$ cat src/rtl/mem_write_buffer_if.sv
// Bus bundle between the EX/MEM pipeline, the posted-store write buffer and the SRAM controller.
// The slave modport is the buffer's view; the master modport is the view of its surroundings.
interface mem_write_buffer_if;
    logic        MEM_R_EN;
    logic        MEM_W_EN;
    logic [31:0] address;
    logic [31:0] write_data;
    logic        ready;
    logic [31:0] read_data;
    logic        full;
    logic        empty;
    logic        SRAM_ready;
    logic [63:0] SRAM_read_data;
    logic        SRAM_write_en;
    logic        SRAM_read_en;
    logic [31:0] SRAM_address;
    logic [31:0] SRAM_write_data;

    modport slave (
        input  MEM_R_EN, MEM_W_EN, address, write_data, SRAM_ready, SRAM_read_data,
        output ready, read_data, full, empty,
        output SRAM_write_en, SRAM_read_en, SRAM_address, SRAM_write_data
    );

    modport master (
        output MEM_R_EN, MEM_W_EN, address, write_data, SRAM_ready, SRAM_read_data,
        input  ready, read_data, full, empty,
        input  SRAM_write_en, SRAM_read_en, SRAM_address, SRAM_write_data
    );
endinterface

$ cat src/rtl/mem_write_buffer.sv
// Posted-store write buffer: stores enter a circular FIFO and drain to SRAM in the background.
// Define WB_LOAD_FWD_EN to build the load-forwarding comparators; otherwise every load drains the buffer first.
module mem_write_buffer #(
    parameter int DEPTH = 4
) (
    input  logic              clk,
    input  logic              rst,
    mem_write_buffer_if.slave bus
);
    localparam int PTR_W = $clog2(DEPTH);
    localparam int CNT_W = PTR_W + 1;

    typedef enum logic [1:0] {
        IDLE  = 2'd0,
        WRITE = 2'd1,
        READ  = 2'd2
    } state_t;

    logic [29:0]      addr_mem_r [DEPTH];
    logic [31:0]      data_mem_r [DEPTH];
    logic [PTR_W-1:0] head_r;
    logic [PTR_W-1:0] tail_r;
    logic [CNT_W-1:0] count_r;
    state_t           state_r;
    logic             sram_we_r;
    logic             sram_re_r;
    logic [31:0]      sram_addr_r;
    logic [31:0]      sram_wdata_r;

    logic             full_s;
    logic             empty_s;
    logic             push_s;
    logic             pop_s;
    logic             hit_s;
    logic [31:0]      fwd_data_s;
    logic             read_done_s;
    logic [31:0]      sram_word_s;
    logic             ready_s;
    logic [31:0]      read_data_s;

    assign full_s      = (count_r == CNT_W'(DEPTH));
    assign empty_s     = (count_r == {CNT_W{1'b0}});
    assign push_s      = bus.MEM_W_EN & ~full_s;
    assign pop_s       = (state_r == WRITE) & bus.SRAM_ready;
    assign read_done_s = (state_r == READ) & bus.SRAM_ready;
    assign sram_word_s = bus.address[2] ? bus.SRAM_read_data[63:32] : bus.SRAM_read_data[31:0];

`ifdef WB_LOAD_FWD_EN
    // Forwarding search: walk oldest to youngest so the youngest matching entry wins
    always_comb begin
        logic [PTR_W-1:0] idx_v;
        logic             match_v;
        hit_s      = 1'b0;
        fwd_data_s = 32'd0;
        idx_v      = {PTR_W{1'b0}};
        match_v    = 1'b0;
        for (int k = 0; k < DEPTH; k++) begin
            idx_v      = head_r + PTR_W'(k);
            match_v    = (CNT_W'(k) < count_r) && (addr_mem_r[idx_v] == bus.address[31:2]);
            hit_s      = hit_s | match_v;
            fwd_data_s = match_v ? data_mem_r[idx_v] : fwd_data_s;
        end
    end
`else
    assign hit_s      = 1'b0;
    assign fwd_data_s = 32'd0;
`endif

    // Pipeline handshake: stores wait on full, loads complete on a hit or the SRAM response
    always_comb begin
        ready_s     = 1'b1;
        read_data_s = 32'd0;
        if (bus.MEM_W_EN) begin
            ready_s = ~full_s;
        end else if (bus.MEM_R_EN) begin
            if (hit_s) begin
                read_data_s = fwd_data_s;
            end else if (read_done_s) begin
                read_data_s = sram_word_s;
            end else begin
                ready_s = 1'b0;
            end
        end else begin
            ready_s = 1'b1;
        end
    end

    // FIFO storage, pointers and occupancy count
    always_ff @(posedge clk or negedge rst) begin
        if (!rst) begin
            for (int i = 0; i < DEPTH; i++) begin
                addr_mem_r[i] <= 30'd0;
                data_mem_r[i] <= 32'd0;
            end
            head_r  <= {PTR_W{1'b0}};
            tail_r  <= {PTR_W{1'b0}};
            count_r <= {CNT_W{1'b0}};
        end else begin
            if (push_s) begin
                addr_mem_r[tail_r] <= bus.address[31:2];
                data_mem_r[tail_r] <= bus.write_data;
                tail_r             <= tail_r + {{(PTR_W-1){1'b0}}, 1'b1};
            end
            if (pop_s) begin
                head_r <= head_r + {{(PTR_W-1){1'b0}}, 1'b1};
            end
            case ({push_s, pop_s})
                2'b10:   count_r <= count_r + {{(CNT_W-1){1'b0}}, 1'b1};
                2'b01:   count_r <= count_r - {{(CNT_W-1){1'b0}}, 1'b1};
                default: count_r <= count_r;
            endcase
        end
    end

    // SRAM sequencer; draining always takes priority over a pending load miss
    always_ff @(posedge clk or negedge rst) begin
        if (!rst) begin
            state_r      <= IDLE;
            sram_we_r    <= 1'b0;
            sram_re_r    <= 1'b0;
            sram_addr_r  <= 32'd0;
            sram_wdata_r <= 32'd0;
        end else begin
            case (state_r)
                IDLE: begin
                    if (!empty_s) begin
                        sram_addr_r  <= {addr_mem_r[head_r], 2'b00};
                        sram_wdata_r <= data_mem_r[head_r];
                        sram_we_r    <= 1'b1;
                        state_r      <= WRITE;
                    end else if (bus.MEM_R_EN && !hit_s) begin
                        sram_addr_r <= bus.address;
                        sram_re_r   <= 1'b1;
                        state_r     <= READ;
                    end else begin
                        state_r <= IDLE;
                    end
                end
                WRITE: begin
                    if (bus.SRAM_ready) begin
                        sram_we_r <= 1'b0;
                        state_r   <= IDLE;
                    end else begin
                        state_r <= WRITE;
                    end
                end
                READ: begin
                    if (bus.SRAM_ready) begin
                        sram_re_r <= 1'b0;
                        state_r   <= IDLE;
                    end else begin
                        state_r <= READ;
                    end
                end
                default: begin
                    state_r   <= IDLE;
                    sram_we_r <= 1'b0;
                    sram_re_r <= 1'b0;
                end
            endcase
        end
    end

    assign bus.ready           = ready_s;
    assign bus.read_data       = read_data_s;
    assign bus.full            = full_s;
    assign bus.empty           = empty_s;
    assign bus.SRAM_write_en   = sram_we_r;
    assign bus.SRAM_read_en    = sram_re_r;
    assign bus.SRAM_address    = sram_addr_r;
    assign bus.SRAM_write_data = sram_wdata_r;
endmodule
$ cat src/flat_wrapper.sv
// flat-port wrapper written by rule: the top's interface ports become plain ports
module mem_write_buffer_flat 
#(
    parameter int DEPTH = 4
)
  (clk, rst, bus_MEM_R_EN, bus_MEM_W_EN, bus_address, bus_write_data, bus_SRAM_ready, bus_SRAM_read_data, bus_ready, bus_read_data, bus_full, bus_empty, bus_SRAM_write_en, bus_SRAM_read_en, bus_SRAM_address, bus_SRAM_write_data);
  mem_write_buffer_if bus_i ();
  input  logic clk;
  input  logic rst;
  input wire logic [$bits(bus_i.MEM_R_EN)-1:0] bus_MEM_R_EN;
  input wire logic [$bits(bus_i.MEM_W_EN)-1:0] bus_MEM_W_EN;
  input wire logic [$bits(bus_i.address)-1:0] bus_address;
  input wire logic [$bits(bus_i.write_data)-1:0] bus_write_data;
  input wire logic [$bits(bus_i.SRAM_ready)-1:0] bus_SRAM_ready;
  input wire logic [$bits(bus_i.SRAM_read_data)-1:0] bus_SRAM_read_data;
  output wire logic [$bits(bus_i.ready)-1:0] bus_ready;
  output wire logic [$bits(bus_i.read_data)-1:0] bus_read_data;
  output wire logic [$bits(bus_i.full)-1:0] bus_full;
  output wire logic [$bits(bus_i.empty)-1:0] bus_empty;
  output wire logic [$bits(bus_i.SRAM_write_en)-1:0] bus_SRAM_write_en;
  output wire logic [$bits(bus_i.SRAM_read_en)-1:0] bus_SRAM_read_en;
  output wire logic [$bits(bus_i.SRAM_address)-1:0] bus_SRAM_address;
  output wire logic [$bits(bus_i.SRAM_write_data)-1:0] bus_SRAM_write_data;
  assign bus_i.MEM_R_EN = bus_MEM_R_EN;
  assign bus_i.MEM_W_EN = bus_MEM_W_EN;
  assign bus_i.address = bus_address;
  assign bus_i.write_data = bus_write_data;
  assign bus_i.SRAM_ready = bus_SRAM_ready;
  assign bus_i.SRAM_read_data = bus_SRAM_read_data;
  assign bus_ready = bus_i.ready;
  assign bus_read_data = bus_i.read_data;
  assign bus_full = bus_i.full;
  assign bus_empty = bus_i.empty;
  assign bus_SRAM_write_en = bus_i.SRAM_write_en;
  assign bus_SRAM_read_en = bus_i.SRAM_read_en;
  assign bus_SRAM_address = bus_i.SRAM_address;
  assign bus_SRAM_write_data = bus_i.SRAM_write_data;
  mem_write_buffer #(.DEPTH(DEPTH)) u_core (.clk(clk), .rst(rst), .bus(bus_i));
endmodule
$ cat config.mk
export PLATFORM = sky130hd
export DESIGN_NAME = mem_write_buffer_flat
export DESIGN_NICKNAME = d
export VERILOG_FILES = /design/src/rtl/mem_write_buffer_if.sv /design/src/rtl/mem_write_buffer.sv /design/src/flat_wrapper.sv
export SDC_FILE = /design/constraint.sdc
export NUM_CORES = 1
export LEC_CHECK = 0
export ABC_AREA = 1
export BUFFER_PORTS_ARGS = -buffer_cell sky130_fd_sc_hd__buf_2
export CORE_UTILIZATION = 57
export DETAILED_ROUTE_END_ITERATION = 7
export PLACE_DENSITY = 0.8
export SLEW_MARGIN = 15
export SYNTH_ARGS = -nofsm -noshare
export SYNTH_HDL_FRONTEND = slang
export SYNTH_SLANG_ARGS = --single-unit
$ cat constraint.sdc
create_clock -name clk -period 2.73 [get_ports clk]
set_input_delay 0.1365 -clock clk [delete_from_list [all_inputs] [get_ports clk]]
set_output_delay 0.1365 -clock clk [all_outputs]
set_load 0.02 [all_outputs]
==> impl_metrics.py <==
metrics = {
    "global_route": {
        "antenna_found_initial": 0,
        "track_usage_pct": 32.4,
        "grt_pass1_vias": 14258,
        "grt_overflow": 0,
        "grt_pass1_wl_um": 72600,
        "grt_max_degree": 189,
    },
    "layout": {
        "layout.cells.most_common_list": "nand2_1 (972), dfrtp_1 (321), buf_2 (232), o21ai_0 (146), o21ai_1 (121)",
        "layout.area.seq_um2": 8090,
        "final_common_cell": "nand2_1",
        "n_fill_cell": 2086,
        "area_growth_pct": 19.5,
        "antennaDiodeCount": 0,
        "final_util_pct": 69.1,
        "multi_input_area_um2": 6360,
        "fin_nets": 2391,
        "drive_gt1_share_pct": 14.4,
    },
    "synthesis": {
        "ys_seq_area_share_pct": 52.0,
        "yosysWarnings": 0,
        "synthFlopType": "dfrtp_1",
        "synth_fp_nets": 2164,
        "synthCells": 2025,
        "synth_edf_count": 0,
        "ys_async_sr_fraction_pct": 100,
        "netlist_area_um2": 15500,
        "syn_area_per_cell_um2": 7.67,
        "synth.distinct_cells": 28,
        "ys_seq_elements": 323,
    },
    "floorplan": {
        "initial_utilization_pct": 57.8,
        "io_pins": 234,
        "dieArea_um2": 27900,
        "die-height_um": 167,
        "rows": 60,
        "fp.coreArea_um2": 26900,
        "dieWidth_um": 167,
    },
    "detailed_routing": {
        "avgViaCountPerCell": 5.56,
        "antenna_left": 0,
        "drt_pass1_iterations": 8,
        "routed_wl_um": 44400,
        "drc_errors": 0,
        "wl_per_cell_um": 17.0,
        "vias": 14534,
        "first_iter_violations": 1467,
    },
    "clock_tree": {
        "cts_tree": "yes",
        "htreeDepth": 2,
        "clk_latency_ps": 510,
        "clkSinkCount": 323,
        "cts_made_buffers": 35,
        "clk_pin_slew_ps": 60,
        "cts_resized": 0,
        "cts_root_buf": "clkbuf_16",
        "clock_path_buffers": 3,
    },
    "run_status": {
        "status": "complete, no violations",
    },
    "sta": {
        "post-route-min-period_ps": 2420,
        "finClkSkew_ps": 11.0,
        "tns_ps": 0,
        "worst_pin_slew_ps": 1140,
        "max_freq_ghz": 0.414,
        "drv_slew": 0,
        "setup_viol": 0,
        "finalHoldViolCount": 0,
        "finalCritPeriodShare_pct": 88.6,
        "rsz0062_at_grt": "false",
        "max_slew_margin_pct": 23.9,
        "setup_ws_ps": 312,
    },
    "placement": {
        "dp_hpwl_um": 25800,
        "port_buffers": 233,
        "gp_congestion": 0.852,
        "dp_slack_ps": 626,
    },
    "critical_path": {
        "end_kind": "output pin",
        "required_ps": 2590,
        "path_max_fanout": 32,
        "start_kind": "flop",
        "crit_type": "reg2out",
        "critPathArrivalTime_ps": 2280,
    },
    "pwr": {
        "vdd_drop_max_v": 0.00103,
        "powerDensity_nw_per_um2": 1240,
        "p_leak_nw": 9.85,
        "power_mw": 23.0,
    },
    "flow_run": {
        "cap_violations": 0,
    },
    "min_path": {
        "hp-class": "in2reg",
    },
}
## power breakdown
group	internal, mW	switching [mW]
clock	2.98	1.87
combinational	3.09	6.95
sequential	7.07	1.08
total	13.1	9.90
## per-stage QoR
| step | instance area (um2) | cells | hold slack (ps) |
|---|---|---|---|
| 5_1_grt | 18600 | 2615 | 111 |
| 4_1_cts | 18600 | 2615 | 93.1 |
| 2_1_floorplan | 15500 | 2025 | -159 |
| 3_5_place_dp | 16700 | 2489 | 171 |
| 3_3_place_gp | 16700 | 2489 | 172 |
| 6_report | 18600 | 2615 | 97.0 |
## routing by layer
| metal | track usage [%] | wire (um) |
|---|---|---|
| met4 | 13.6 | 1510 |
| met2 | 54.6 | 21600 |
| met3 | 4.40 | 3450 |
| met1 | 42.4 | 17900 |
| met5 | 0 | 0 |
## state kept, by name, summed over array words and instances (netlist names)
signal	count
u_core.head_r	2
u_core.count_r	3
u_core.addr_mem_r	120
u_core.data_mem_r	128
u_core.bus.SRAM_write_data	32
u_core.bus.SRAM_address	32
u_core.state_r	2
u_core.bus.SRAM_write_en	1
u_core.bus.SRAM_read_en	1
u_core.tail_r	2
## Yosys cell counts (3+ instances only)
cell | number | share of area (%)
inv_2 | 3 | 0.072
buf_1 | 5 | 0.12
nand3_1 | 67 | 2.2
a21oi_1 | 35 | 1.1
dfrtp_1 | 323 | 52
buf_4 | 6 | 0.29
o21ai_1 | 121 | 3.9
o211ai_1 | 64 | 3.1
buf_2 | 52 | 1.7
xor2_1 | 4 | 0.23
o21ai_0 | 146 | 4.7
ha_1 | 5 | 0.40
nand2_1 | 973 | 24
inv_1 | 96 | 2.3
clkbuf_1 | 62 | 1.5
nor2_1 | 34 | 0.82
buf_6 | 14 | 1.0
## final cells by class
type	instances	share of cell area [%]
inverters	101	2.04
multi-input cells	1461	34.2
clock inverters	7	0.728
well taps	341	2.30
flip-flops and latches	323	43.6
clock buffers	52	5.56
repair buffers	330	11.6
## worst max-delay path: stages, from the launching register on
cell	delay, ps
dfrtp_1	440
nor3_1	290
nand3_1	110
buf_4	240
a21oi_1	430
buf_2	260
## kinds of logic after synthesis
group           synth area share, %
buf+inv                        7.17
flops                          52.0
simple gates                   27.1
xor+xnor                      0.282
fa+ha+maj                     0.531
compound gates                 12.9
## worst paths after layout
kind,from,to,slack [ps],cells past startpoint
worst min-delay path,bus_MEM_W_EN,u_core.addr_mem_r[77]$_DFFE_PN0P_,100,4
worst max register to register,u_core.tail_r[0]$_DFFE_PN0P_,u_core.data_mem_r[123]$_DFFE_PN0P_,600,6
max in group asynchronous,rst,u_core.head_r[0]$_DFFE_PN0P_,1700,3
min in group asynchronous,rst,u_core.data_mem_r[81]$_DFFE_PN0P_,190,2
worst min register to register,u_core.bus.SRAM_address[21]$_DFFE_PN0P_,u_core.bus.SRAM_address[21]$_DFFE_PN0P_,470,2
worst max-delay path,u_core.state_r[0]$_DFF_PN0_,bus_read_data[4],310,5
## what timing repair did
action,4_1_cts,5_1_grt
hold buffers,67,0
buffers inserted,0,0
endpoints found under the hold margin,326,0
endpoints found under the setup margin,0,0
Note: power is estimated with default switching activity, not from simulation.
